$ cat config.mk
export PLATFORM = sky130hd
export DESIGN_NAME = instr_fetch
export DESIGN_NICKNAME = d
export VERILOG_FILES = /design/src/rtl/instr_fetch.sv
export SDC_FILE = /design/constraint.sdc
export NUM_CORES = 1
export LEC_CHECK = 0
export ABC_AREA = 1
export CORE_MARGIN = 5
export CORE_UTILIZATION = 40
export DETAILED_ROUTE_END_ITERATION = 10
export PLACE_DENSITY = 0.75
export SLEW_MARGIN = 20
export SYNTH_ARGS = -nofsm -noshare
export SYNTH_HDL_FRONTEND = slang
export SYNTH_SLANG_ARGS = --single-unit
$ cat constraint.sdc
create_clock -name clk -period 1.5 [get_ports clk]
set_input_delay 0.375 -clock clk [delete_from_list [all_inputs] [get_ports clk]]
set_output_delay 0.375 -clock clk [all_outputs]
set_load 0.05 [all_outputs]
$ cat src/rtl/instr_fetch.sv
// Instruction fetch stage: a small IDLE/RUN/DONE sequencer that walks the
// program counter, latches the fetched instruction and handles jumps and halt.
module instr_fetch #(
    parameter int             PW   = 10,
    parameter int             IW   = 9,
    parameter logic [IW-1:0]  HALT = IW'(9'h1FF)
) (
    input  logic          clk,
    input  logic          reset,
    input  logic          start,
    input  logic          stall,
    input  logic          uncd_jmp,
    input  logic          br_taken,
    input  logic [PW-1:0] target,
    output logic [PW-1:0] imem_addr,
    input  logic [IW-1:0] imem_data,
    output logic [IW-1:0] ir,
    output logic [3:0]    opcode,
    output logic          ir_valid,
    output logic [PW-1:0] pc,
    output logic          done
);

    localparam logic [1:0] S_IDLE = 2'd0;
    localparam logic [1:0] S_RUN  = 2'd1;
    localparam logic [1:0] S_DONE = 2'd2;

    logic [1:0]    state_q, state_d;
    logic [PW-1:0] pc_q, pc_d;
    logic [IW-1:0] ir_q, ir_d;
    logic          ir_valid_q, ir_valid_d;
    logic          done_q, done_d;

    logic running;
    logic halt_hit;
    logic redirect;

    assign running  = (state_q == S_RUN) & ~stall;
    // Halt is checked ahead of redirect so a jump sharing the HALT cycle loses.
    assign halt_hit = running & ir_valid_q & (ir_q == HALT);
    assign redirect = running & ir_valid_q & (uncd_jmp | br_taken);

    always_comb begin
        state_d    = state_q;
        pc_d       = pc_q;
        ir_d       = ir_q;
        ir_valid_d = ir_valid_q;
        done_d     = done_q;

        if (!stall) begin
            case (state_q)
                S_IDLE: begin
                    pc_d       = '0;
                    ir_valid_d = 1'b0;
                    done_d     = 1'b0;
                    if (start) begin
                        state_d = S_RUN;
                    end
                end

                S_RUN: begin
                    if (halt_hit) begin
                        state_d    = S_DONE;
                        ir_valid_d = 1'b0;
                        done_d     = 1'b1;
                    end else if (redirect) begin
                        // The fetch made this cycle is squashed: one-cycle bubble.
                        pc_d       = target;
                        ir_valid_d = 1'b0;
                    end else begin
                        ir_d       = imem_data;
                        ir_valid_d = 1'b1;
                        pc_d       = pc_q + PW'(1);
                    end
                end

                S_DONE: begin
                    done_d = 1'b1;
                    if (start) begin
                        state_d    = S_RUN;
                        pc_d       = '0;
                        ir_valid_d = 1'b0;
                        done_d     = 1'b0;
                    end
                end

                default: begin
                    state_d    = S_IDLE;
                    pc_d       = '0;
                    ir_valid_d = 1'b0;
                    done_d     = 1'b0;
                end
            endcase
        end
    end

    always_ff @(posedge clk or posedge reset) begin
        if (reset) begin
            state_q    <= S_IDLE;
            pc_q       <= '0;
            ir_q       <= '0;
            ir_valid_q <= 1'b0;
            done_q     <= 1'b0;
        end else begin
            state_q    <= state_d;
            pc_q       <= pc_d;
            ir_q       <= ir_d;
            ir_valid_q <= ir_valid_d;
            done_q     <= done_d;
        end
    end

    assign imem_addr = pc_q;
    assign pc        = pc_q;
    assign ir        = ir_q;
    assign opcode    = ir_q[IW-1:IW-4];
    assign ir_valid  = ir_valid_q;
    assign done      = done_q;

endmodule

* Yosys cells after proc, flatten, opt, wreduce, memory -nomap -nowiden
Index checks and enable logic that the tools add are counted.
** Storage, ports and cells
- Input port bits :: 25
- Register bits :: 23
- Output and inout port bits :: 35
** Operators by class
- Bitwise gates (word level) :: 8
- Add/sub/neg operators :: 1
- Multiplexer cells :: 14
- Equal/unequal tests :: 7
- Reductions and logical operators :: 7
** Operator list (number)
- 10-bit 2-to-1 mux :: 3
- 10-bit case mux with 2 select lines :: 1
- 10-bit by 1-bit adder with 10-bit output (second input constant) :: 1
- 9-bit equality test (second input constant) :: 1
- 2-bit != test (second input constant) :: 3
- 3-bit AND reduction :: 2
- 1-bit 2-to-1 mux :: 5
- 1-bit bitwise AND :: 4
- 2-bit 2-to-1 mux :: 2
- 1-bit case mux with 2 select lines :: 2
- 2-bit case mux with 2 select lines :: 1
- 2-bit AND reduction :: 2
- 4-bit AND reduction :: 1
- 1-bit NOT :: 3
- 2-bit by 1-bit equality test with 1-bit output (second input constant) :: 1
- 2-bit equality test (second input constant) :: 1
- 2-bit zero test :: 1
- 2-bit by 1-bit != test with 1-bit output (second input constant) :: 1
- 2-bit OR reduction :: 1
- 1-bit OR :: 1

* Longest topological paths before layout
Gate-level depths: netlist (run 1).
- Depth in word-level cells :: 7
- Gate-level depth with buffers :: 11
- Mapped depth without buffers :: 10

* Least setup slack after synthesis (run 1)
No wires, ideal clock.
- Kind :: register to register
- Start point :: register pc_q[0], in the netlist imem_addr[0]
- End point :: register pc_q[8], in the netlist imem_addr[8]
- Clock period less this slack :: 1628 ps
- Data arrival time :: 1510 ps
- Setup slack :: -128 ps
- Stages on the path, launching flop included :: 9
- Setup time :: 118 ps
- Cell sequence :: dfrtp_1 ha_1 nand2_1 nor2_1 nand3_1 nand3_1 nand2_1 nand3_1 nand2_1
** Between the ends
- Cells in the longest elaborated chain, start to end :: 4
** Ends and longest elaborated chain
- from (decl) :: line 29 : logic [PW-1:0] pc_q, pc_d;
- from (signal assigned) :: line 106 : pc_q <= pc_d;
- 10-bit by 1-bit adder with 10-bit output :: line 73 : pc_d = pc_q + PW'(1);
- 10-bit 2-to-1 mux :: line 66 : end else if (redirect) begin
- 10-bit 2-to-1 mux :: line 62 : if (halt_hit) begin
- 10-bit case mux with 2 select lines :: line 51 : case (state_q)
No other way between the ends. The select of a mux whose other input is x is not followed.
A chain may end at the register's enable or synchronous reset.

* Worst setup path after layout (run 1)
- Start point :: register state_q[1]
- End point :: register pc_q[1], in the netlist imem_addr[1]
** Between the ends
- Cells in the longest elaborated chain, start to end :: 7
- Elaborated cells on any way between the ends :: 12
- Classes of those cells :: eq/ne: 4; mux: 3; bitwise: 4; reduce/logical: 1
** Ends and longest elaborated chain
- from (decl) :: line 28 : logic [1:0] state_q, state_d;
- from (signal assigned) :: line 105 : state_q <= state_d;
- 2-bit by 1-bit equality test with 1-bit output :: line 38, 51
- 1-bit bitwise AND :: line 38 : assign running = (state_q == S_RUN) & ~stall;
- 1-bit bitwise AND :: line 40, 41
- 1-bit bitwise AND :: line 41 : assign redirect = running & ir_valid_q & (uncd_jmp | br_taken);
- 10-bit 2-to-1 mux :: line 66
- 10-bit 2-to-1 mux :: line 62
- 10-bit case mux with 2 select lines :: line 51
Parallel ways exist; a longest one is shown, timed or not. The select of a mux whose other input is x is not followed.

==> flow_metrics.tcl, run 1 <==
set metrics [dict create \
    final_hold_viol_count 0 \
    synthesis.nets 259 \
    vias 1771 \
    hold_slack_ns 0.4424 \
    slew_headroom_pct 74.18 \
    power_switching_w 0.002305 \
    ys_ff_latch 23 \
    post_dp_cell_area_sq_um 2650 \
    ir_drop_v 0.001622 \
    syn_avg_cell_area_sq_um 6.862 \
    setup_slack_ns -0.03152 \
    power_leakage_nw 1.364 \
    drt_iter0_drc 177 \
    cts_buffer_depth 2 \
    wirelength_mm 4.871 \
    clk_latency_ns 0.26 \
    timing.final.crit_share_pct 102.1 \
    clock_skew_ns 0.002445 \
    die_w_um 72.68 \
    core_region_area_sq_um 3744 \
    rsz0062_at_grt "true" \
    grt_overflow 0 \
    min_period_ns 1.532 \
    area_delta_synth_final_pct 82.17 \
    antenna_found_initial 0 \
    design_area_sq_um 2863 \
    tightest_slew_ns 0.3873 \
    layoutNonFillerInstCount 353 \
    critPathLaunch "state_q[1]" \
    initial_utilization_pct 41.98 \
    worstPathMaxFanout 7 \
    io_pins 60 \
    cts_made_buffers 3 \
    dr.pass1.iters 5 \
    die_area_sq_um 5282 \
    status "complete, but fails checks" \
    htreeDepth 1 \
    combPwrFrac_pct 70.6 \
    ant_nets 0 \
    fp.dieH_um 72.68 \
    grt_pass1_wl_mm 7.624 \
    synthCells 229 \
    internal_power_w 0.002648 \
    violations "setup timing" \
    final_nets 336 \
    crit_type "register to register" \
    ys_warn_count 0 \
    fmax_ghz 0.6529 \
    crit-reg2reg-launch "state_q[1]" \
    arrival_ns 1.68 \
    cts_tree "done" \
    cp-end-kind "register" \
    n_antenna_cell 0 \
    p_seq_share_pct 21.6 \
    grt_use_total_pct 17.84 \
    grt_start_max_net_pins 24 \
    drc 0 \
    clkSinkCount 23 \
    powerDensity_nw_per_um2 1730 \
    syn_area_sq_um 1572 \
    row_count 22 \
    first_global_vias 1710 \
    place_inst 343 \
    cts-root-buf "clkbuf_8" \
    drv_cap 0 \
    clk_pin_slew_ns 0.08 \
    viasPerCell 5.017 \
    hold_class "input port to async pin" \
    ys_seq_area_share_pct 36.62 \
    post-route-util_pct 76.47 \
    setup_viol 9 \
    synth.distinct_cells 19 \
    gp_congestion 0.8659 \
    drive_gt1_share_pct 36.39 \
    final_max_slew_viol_count 0 \
    startpoint_type "register" \
    post_drt_wl_per_cell_um 13.80 \
    worstPathRequired_ns 1.65 \
    cts-hold-fix-buffers 0 \
    swShare_pct 46.54 \
    clkPwrFrac_pct 7.8 \
    portBuffers 59 \
    dp.final_hpwl_mm 3.589 \
]
-- kinds of logic after synthesis --
| kind of cell | Yosys count | synth area share, % |
|---|---|---|
| compound gates | 10 | 3.343 |
| flops | 23 | 36.62 |
| fa+ha+maj | 5 | 3.981 |
| buf+inv | 42 | 14.49 |
| simple gates | 149 | 41.56 |
-- sequential cells by signal, summed over array words and instances (netlist names) --
register	count
ir	9
imem_addr	10
done	1
state_q	2
ir_valid	1
-- power groups by stage --
stage / logic [W] / registers, W / clock network [W]
final: 0.00350 / 0.00107 / 0.000385
after detailed placement: 0.00333 / 0.00106 / 0
after global placement: 0.00329 / 0.00105 / 0
after floorplan: 0.00105 / 0.00166 / 0
after global routing: 0.00368 / 0.00110 / 0.000411
after CTS: 0.00341 / 0.00105 / 0.000390
-- layout by cell type (no fill, tap or decap), drive strengths merged --
cell	netlist	final
a21oi	1	1
buf	18	66
clkbuf	0	4
clkdlybuf4s50	0	24
dfrtp	23	23
ha	5	5
inv	24	24
nand2	94	94
nand3	27	27
nand4	3	3
nor2	23	23
o211ai	1	1
o21ai	8	8
or2	2	2
-- timing repair --
item / CTS / global route
endpoints found under the setup margin: 23 / 23
pin swaps: 3 / 16
setup buffers: 3 / 3
gates resized for setup: 7 / 27
-- stage by stage --
step,power [W],worst slack (ns),TNS (ns)
2_1_floorplan,0.002711,0.001462,0
3_3_place_gp,0.004344,-0.2248,-3.652
3_5_place_dp,0.004395,-0.2674,-4.946
4_1_cts,0.004850,0.0005627,0
5_1_grt,0.005183,-0.1086,-1.543
6_report,0.004953,-0.03152,-0.1084
-- worst paths after layout --
| check | cells past startpoint | end | slack, ns |
|---|---|---|---|
| max in group asynchronous | 3 | imem_addr[1] | 0.81 |
| min in group clk | 2 | imem_addr[3] | 0.55 |
| worst min-delay path | 3 | imem_addr[8] | 0.44 |
| worst max-delay path | 8 | imem_addr[1] | -0.03 |
| worst min register to register | 2 | imem_addr[3] | 0.55 |
| worst max register to register | 8 | imem_addr[1] | -0.03 |
-- cells in the mapped netlist (all sizes together) --
cell type,number,area share [%]
a21oi,1,0.32
buf,18,8.8
dfrtp,23,37
ha,5,4.0
inv,24,5.7
nand2,94,23
nand3,27,9.4
nand4,3,1.2
nor2,23,7.4
o211ai,1,0.48
o21ai,8,2.5
or2,2,0.80
-- metal layers --
layer / up-vias / track usage, % / wire [um]
li1: 849 / - / -
met1: 825 / 19.91 / 1803
met2: 82 / 32.67 / 2588
met3: 15 / 4.408 / 369
met4: 0 / 6.148 / 110
met5: - / 0 / 0
-- final cells by class --
type	instances	area, sq um
multi-input combinational	164	874.6
timing repair buffer	90	1210
inverter	24	95.09
clock buffer	4	45.04
fill	247	880.8
sequential	23	578.1
tap	48	60.06
-- worst max-delay path, stage by stage, from the launching register on --
cell and delay [ns]:
dfrtp_1 0.44, inv_2 0.11, ha_4 0.16, nand3_4 0.10
nor2_4 0.22, buf_6 0.17, nand2_1 0.06, o211ai_1 0.08
o21ai_1 0.08
No activity file was read; power rests on OpenSTA's default activity.
==> inputs of run 2 (changes only) <==
--- a/config.mk
+++ b/config.mk
@@ -6,9 +6,11 @@
 export NUM_CORES = 1
 export LEC_CHECK = 0
 export ABC_AREA = 1
+export CAP_MARGIN = 40
 export CORE_MARGIN = 5
 export CORE_UTILIZATION = 40
 export DETAILED_ROUTE_END_ITERATION = 10
+export GPL_ROUTABILITY_DRIVEN = 0
 export PLACE_DENSITY = 0.75
 export SLEW_MARGIN = 20
 export SYNTH_ARGS = -nofsm -noshare
==> results of run 2 <==
Final layout, timing and power as in run 1 (identical DEF).
==> inputs of run 3 (changes only) <==
--- a/config.mk
+++ b/config.mk
@@ -9,6 +9,7 @@
 export CAP_MARGIN = 40
 export CORE_MARGIN = 5
 export CORE_UTILIZATION = 40
+export CTS_CLUSTER_SIZE = 10
 export DETAILED_ROUTE_END_ITERATION = 10
 export GPL_ROUTABILITY_DRIVEN = 0
 export PLACE_DENSITY = 0.75
==> results of run 3 <==
Final layout, timing and power as in run 1 (identical DEF).
